### src/rtl/fetch_pc_gen_pkg.sv
// rtl/fetch_pc_gen_pkg.sv - shared constants, state encoding and slot-address packing for fetch_pc_gen
package fetch_pc_gen_pkg;

    localparam logic [31:0] RESET_VECTOR_DEFAULT = 32'hBFC0_0000;
    localparam int          SEQ_W                = 3;
    localparam int          NUM_SLOTS            = 4;
    localparam int          SLOT_ADDR_W          = 32;

    typedef enum logic {
        ST_NORMAL = 1'b0,
        ST_DSLOT  = 1'b1
    } pcg_state_e;

    // Slot i lives in bits [32i+31:32i]; the BTB unpacks with the same layout.
    function automatic logic [NUM_SLOTS*SLOT_ADDR_W-1:0] pack_slot_addrs(input logic [31:0] pc);
        logic [NUM_SLOTS*SLOT_ADDR_W-1:0] packed_addrs;
        packed_addrs = '0;
        for (int i = 0; i < NUM_SLOTS; i++) begin
            packed_addrs[SLOT_ADDR_W*i +: SLOT_ADDR_W] = {pc[31:4], 2'(i), pc[1:0]};
        end
        return packed_addrs;
    endfunction

endpackage

### src/rtl/fetch_pc_gen.sv
// rtl/fetch_pc_gen.sv - fetch PC generator: one 16-byte group per cycle with MIPS delay-slot sequencing
module fetch_pc_gen
    import fetch_pc_gen_pkg::*;
#(
    parameter logic [31:0] RESET_VECTOR = RESET_VECTOR_DEFAULT
) (
    input  logic                 clk,
    input  logic                 rst,
    input  logic                 BCK_redirect_i,
    input  logic [31:0]          BCK_redirectDest_i,
    input  logic                 IF_ready_i,
    input  logic [31:0]          BTB_validDest_i,
    input  logic                 BTB_validTake_i,
    input  logic                 BTB_needDelaySlot_i,
    input  logic [31:0]          BTB_fifthVAddr_i,
    output logic [127:0]         PCG_VAddr_p_o,
    output logic [3:0]           PCG_instEnable_o,
    output logic                 PCG_needDelaySlot_o,
    output logic                 PCG_valid_o,
    output logic [SEQ_W-1:0]     PCG_seq_o,
    output logic                 PCG_epoch_o
);

    localparam logic [SEQ_W-1:0] SEQ_ONE = {{(SEQ_W-1){1'b0}}, 1'b1};

    // NORMAL enables the entry slot and everything after it; DSLOT enables only the delay slot.
    function automatic logic [NUM_SLOTS-1:0] slot_mask(input pcg_state_e st, input logic [1:0] slot);
        logic [NUM_SLOTS-1:0] m;
        m = '0;
        for (int i = 0; i < NUM_SLOTS; i++) begin
            if (st == ST_DSLOT) begin
                m[i] = (i == int'(slot));
            end else begin
                m[i] = (i >= int'(slot));
            end
        end
        return m;
    endfunction

    pcg_state_e        state_q, state_d;
    logic [31:0]       pc_q, pc_d;
    logic [31:0]       saved_dest_q, saved_dest_d;
    logic [SEQ_W-1:0]  seq_q, seq_d;
    logic              epoch_q, epoch_d;
    logic              valid_q, valid_d;
    logic              fire;

    // Taken/not-taken is already folded into BTB_validDest_i by the BTB.
    logic              unused_take;
    assign unused_take = BTB_validTake_i;

    assign fire = valid_q && IF_ready_i;

    always_comb begin
        state_d      = state_q;
        pc_d         = pc_q;
        saved_dest_d = saved_dest_q;
        seq_d        = seq_q;
        epoch_d      = epoch_q;
        valid_d      = 1'b1;

        if (BCK_redirect_i) begin
            pc_d    = BCK_redirectDest_i;
            state_d = ST_NORMAL;
            epoch_d = ~epoch_q;
            seq_d   = '0;
        end else if (fire) begin
            seq_d = seq_q + SEQ_ONE;
            case (state_q)
                ST_NORMAL: begin
                    if (BTB_needDelaySlot_i) begin
                        saved_dest_d = BTB_validDest_i;
                        pc_d         = BTB_fifthVAddr_i;
                        state_d      = ST_DSLOT;
                    end else begin
                        pc_d = BTB_validDest_i;
                    end
                end
                ST_DSLOT: begin
                    pc_d    = saved_dest_q;
                    state_d = ST_NORMAL;
                end
                default: begin
                    state_d = ST_NORMAL;
                end
            endcase
        end
    end

    always_ff @(posedge clk) begin
        if (rst) begin
            state_q      <= ST_NORMAL;
            pc_q         <= RESET_VECTOR;
            saved_dest_q <= '0;
            seq_q        <= '0;
            epoch_q      <= 1'b0;
            valid_q      <= 1'b0;
        end else begin
            state_q      <= state_d;
            pc_q         <= pc_d;
            saved_dest_q <= saved_dest_d;
            seq_q        <= seq_d;
            epoch_q      <= epoch_d;
            valid_q      <= valid_d;
        end
    end

    assign PCG_VAddr_p_o       = pack_slot_addrs(pc_q);
    assign PCG_instEnable_o    = slot_mask(state_q, pc_q[3:2]);
    assign PCG_needDelaySlot_o = (state_q == ST_DSLOT);
    assign PCG_valid_o         = valid_q;
    assign PCG_seq_o           = seq_q;
    assign PCG_epoch_o         = epoch_q;

endmodule

### config.mk
export PLATFORM = sky130hd
export DESIGN_NAME = fetch_pc_gen
export DESIGN_NICKNAME = d
export VERILOG_FILES = /design/src/rtl/fetch_pc_gen_pkg.sv /design/src/rtl/fetch_pc_gen.sv
export SDC_FILE = /design/constraint.sdc
export NUM_CORES = 1
export LEC_CHECK = 0
export ABC_AREA = 1
export BUFFER_PORTS_ARGS = -buffer_cell sky130_fd_sc_hd__clkbuf_2
export CAP_MARGIN = 10
export CORE_UTILIZATION = 47
export DETAILED_ROUTE_END_ITERATION = 6
export PLACE_DENSITY = 0.9
export SLEW_MARGIN = 20
export SYNTH_ARGS = -nofsm -noshare
export SYNTH_HDL_FRONTEND = slang
export SYNTH_SLANG_ARGS = --single-unit
### constraint.sdc
create_clock -name clk -period 1.4 [get_ports clk]
set_input_delay 0.28 -clock clk [delete_from_list [all_inputs] [get_ports clk]]
set_output_delay 0.28 -clock clk [all_outputs]
set_load 0.01 [all_outputs]
Word-level counts from Yosys, hierarchy flattened --
Cells that the tools add are included.
Word-level totals: flip-flop bits (word level) 70, latch bits 0, memory bits (writable) 0, ROM bits 0, output and inout port bits 138, logic and storage cells 32, memories kept 0
Cells by class: $add $sub $neg 1, $mul 0, div/mod/pow operators 0, magnitude comparators 3, equal/unequal tests 3, shift operators 0, mux-type cells 11, bitwise logic cells 3, reduce and logical (&&, ||, !) cells 5
Operators with widths (number):
- two-way mux 32 bit | 3
- one-hot mux 32 bit (2 select lines) | 1
- two-way mux 1 bit | 6
- == test 2 bit, first input constant | 2
- greater-or-equal comparator 1 x 2 -> 1 bit, first input constant | 2
- AND reduction 4 bit | 1
- adder 3 x 1 -> 3 bit, second input constant | 1
- NOT 1 bit | 3
- == test 1 x 2 -> 1 bit, first input constant | 1
- greater-or-equal comparator 2 bit, first input constant | 1
- zero test 2 bit | 1
- one-hot mux 1 bit (2 select lines) | 1
- nonzero test 2 bit | 1
- OR reduction 2 bit | 1
- logical AND 1 bit | 1

Longest topological paths before layout --
depth after elaboration 4, mapped depth 8, mapped depth without buffers 6

Worst setup path before layout --
OpenSTA, ideal clock, no wires.
kind reg-to-output, from reg state_q (netlist: PCG_needDelaySlot_o), to out PCG_instEnable_o[2], data arrival time 0.948 ns, data required time 1.120 ns, slack 0.172 ns, stages on the path, launching flop included 5, path through dfxtp_1 buf_6 inv_2 buf_4 o21a_1
Between the ends: word-level cells in the longest chain between the ends 1
Ends and longest elaborated chain:
- from (decl) | line fetch_pc_gen.sv:40 | pcg_state_e state_q, state_d;
- from (signal assigned) | line fetch_pc_gen.sv:99 | state_q <= state_d;
- two-way mux 1 bit | line fetch_pc_gen.sv:31 | if (st == ST_DSLOT) begin
- to (decl) | line fetch_pc_gen.sv:17 | output logic [3:0] PCG_instEnable_o,
Every way passes these cells.

Final worst setup path --
Same ends and word-level chain as after synthesis.

==> flow_metrics.tcl <==
set metrics [dict create \
    vias 4693 \
    fmax_mhz 725.7 \
    rsz0062_at_grt "yes" \
    syn_inst 740 \
    die_w_um 103.9 \
    drt_iter0_markers 256 \
    via_per_inst 4.779 \
    max_stage_delay_ns 0.41 \
    path_cells "inv_4 > o21a_1 > buf_6" \
    status "complete, no violations" \
    port_buffers 230 \
    mostFrequentLayoutCell "clkbuf_2" \
    clk_path_buf_depth 2 \
    tritoncts "built" \
    path_max_fanout 4 \
    placed_area_um2 5189 \
    start_util 0.4923 \
    htree_num_levels 3 \
    layout.cells.most_common_list "228 x clkbuf_2, 209 x nand2_1, 87 x a21oi_1, 72 x inv_1, 68 x dfxtp_1" \
    peakVddDrop_v 0.0005366 \
    startpoint_type "flop" \
    root_buffer "clkbuf_8" \
    area_growth_pct 12.16 \
    synth_area_per_cell_um2 6.592 \
    avgRoutedWirePerCell_um 12.21 \
    drt_first_pass_iters 5 \
    hpwlAfterDp_um 8585 \
    routed_wirelength_um 11990 \
    slew_viol_final 0 \
    endpoint_kind "output port" \
    cp_top_family "flip-flops" \
    synth_seq_cells 70 \
    fin_cells 982 \
    syn_area_um2 4878 \
    yosys_most_used_dff "dfxtp_1" \
    synth_async_sr_flop_share 0 \
    postRouteAntennaNets 0 \
    gp_congestion 0.7974 \
    ys_warn_count 0 \
    p_leak_uw 0.003003 \
    grt_max_degree 57 \
    first_global_vias 4157 \
    drv_cap 0 \
    place_inst 956 \
    cts_made_buffers 9 \
    yosysSeqAreaShare 0.2873 \
    clock-sinks 70 \
    ys_types 27 \
    setup_violations 0 \
    critPathBufInv 2 \
    synth-edff-count 0 \
    fin_crit_ns 1.378 \
    hp-class "primary input to flop" \
    hold_viol 0 \
    num_io_pins 240 \
    synth_top_area_frac 0.2873 \
    fin_area_um2 5472 \
    rrSetupSlack_ns 0.12 \
    critPathKind "flop to output port" \
    cp.arrival_ns 1.10 \
    worstPathRequired_ns 1.12 \
    clk_pin_slew_ns 0.08 \
    whs_ns 0.1925 \
    synth_area_leaders "dfxtp_1 29%, buf_4 21%, nand2_1 16%" \
    grt_pass1_wl_um 19430 \
    rows 36 \
    cpMaxStageDelayCell "dfxtp_4" \
    clk_latency_ns 0.34 \
    drc_errors 0 \
    power_density_nw_per_um2 889.1 \
    track_usage 0.2194 \
    n_antenna_cell 0 \
    fin_crit_sh 0.9843 \
    gr-total-overflow 0 \
    die-area_um2 10790 \
    clock_skew_ns 0.01236 \
    grt_antenna_before_repair 0 \
    drive_above_1_share 0.3392 \
    yosysTopAreaCell "dfxtp_1" \
    die_h_um 103.9 \
    fin_nets 947 \
    coreArea_um2 9910 \
]
-- flip-flops by register name, summed over array words and instances, names as in the netlist --
signal	count
saved_dest_q	32
PCG_epoch_o	1
PCG_seq_o	3
PCG_valid_o	1
pc_q	32
PCG_needDelaySlot_o	1
-- kinds of logic after synthesis --
logic type               Yosys count  share of synthesized area
AND/OR/NAND/NOR                  285                     0.2467
other                              2                   0.001539
AO/OA/AOI/OAI                    132                     0.1421
adder cells (fa/ha/maj)            1                   0.002564
flip-flops                        70                     0.2873
XOR/XNOR                           2                   0.003591
buffers and inverters            248                     0.3162
-- tightest hold or removal path, cell delays in order --
cell      delay (ns)
clkbuf_2        0.09
nand3_1         0.07
a21oi_1         0.06
-- timing repair --
action / 4_1_cts / 5_1_grt
buffers inserted: 5 / 5
endpoints found under the setup margin: 4 / 60
resized for setup: 5 / 7
pin swaps: 0 / 2
hold buffers: 0 / 0
-- final cells by class --
class	instances	area (um^2)
repair buffers	258	1461
clock inverters	7	41.29
fillers	960	4438
well taps	133	166.4
multi-input cells	428	1966
flip-flops and latches	70	1406
inverters	77	306.5
clock buffers	9	123.9
-- stage by stage --
step | setup WS, ns | TNS (ns) | total power [uW] | util
finish | 0.02205 | 0 | 4865 | 0.5521
global route | -0.03702 | -0.05511 | 5160 | 0.5521
CTS | -0.002430 | -0.002430 | 4909 | 0.5458
detailed placement | 0.03735 | 0 | 3475 | 0.5236
global placement | 0.06689 | 0 | 3448 | 0.5236
floorplan | 0.1721 | 0 | 3313 | -
-- power by group --
| part | total [uW] | internal, uW | switching, uW |
|---|---|---|---|
| Combinational | 1250 | 538 | 715 |
| Clock | 1410 | 629 | 784 |
| Sequential | 2200 | 2090 | 106 |
| Total | 4860 | 3260 | 1610 |
-- worst paths after layout --
| kind | cells past startpoint | endpoint | start |
|---|---|---|---|
| max | 3 | PCG_instEnable_o[2] | PCG_needDelaySlot_o$_SDFFE_PP0P_ |
| min | 3 | saved_dest_q[11]$_SDFFE_PP0P_ | BTB_validDest_i[11] |
| max reg2reg | 5 | saved_dest_q[31]$_SDFFE_PP0P_ | PCG_valid_o$_DFF_P_ |
| min reg2reg | 2 | saved_dest_q[28]$_SDFFE_PP0P_ | saved_dest_q[28]$_SDFFE_PP0P_ |
-- routing by layer --
layer  vias up  track usage  part of all wire
met5         -            0                 0
met4         0      0.06837             0.012
li1       2372            -                 -
met3        15      0.04574             0.080
met2       237       0.3938              0.50
met1      2069       0.2601              0.41
-- Yosys cell counts (2+ instances only) --
cell type / number
buf_4: 135
clkbuf_2: 2
nand2_4: 2
nor2_1: 15
conb_1: 2
nand3_1: 56
inv_1: 72
a21oi_1: 87
nor2_8: 2
buf_6: 9
inv_2: 2
nand2_1: 209
dfxtp_1: 70
clkbuf_1: 6
a21oi_2: 2
buf_2: 18
inv_6: 2
o21bai_1: 9
o21ai_1: 19
o21ai_0: 14
Note: power is estimated with default switching activity, not from simulation.
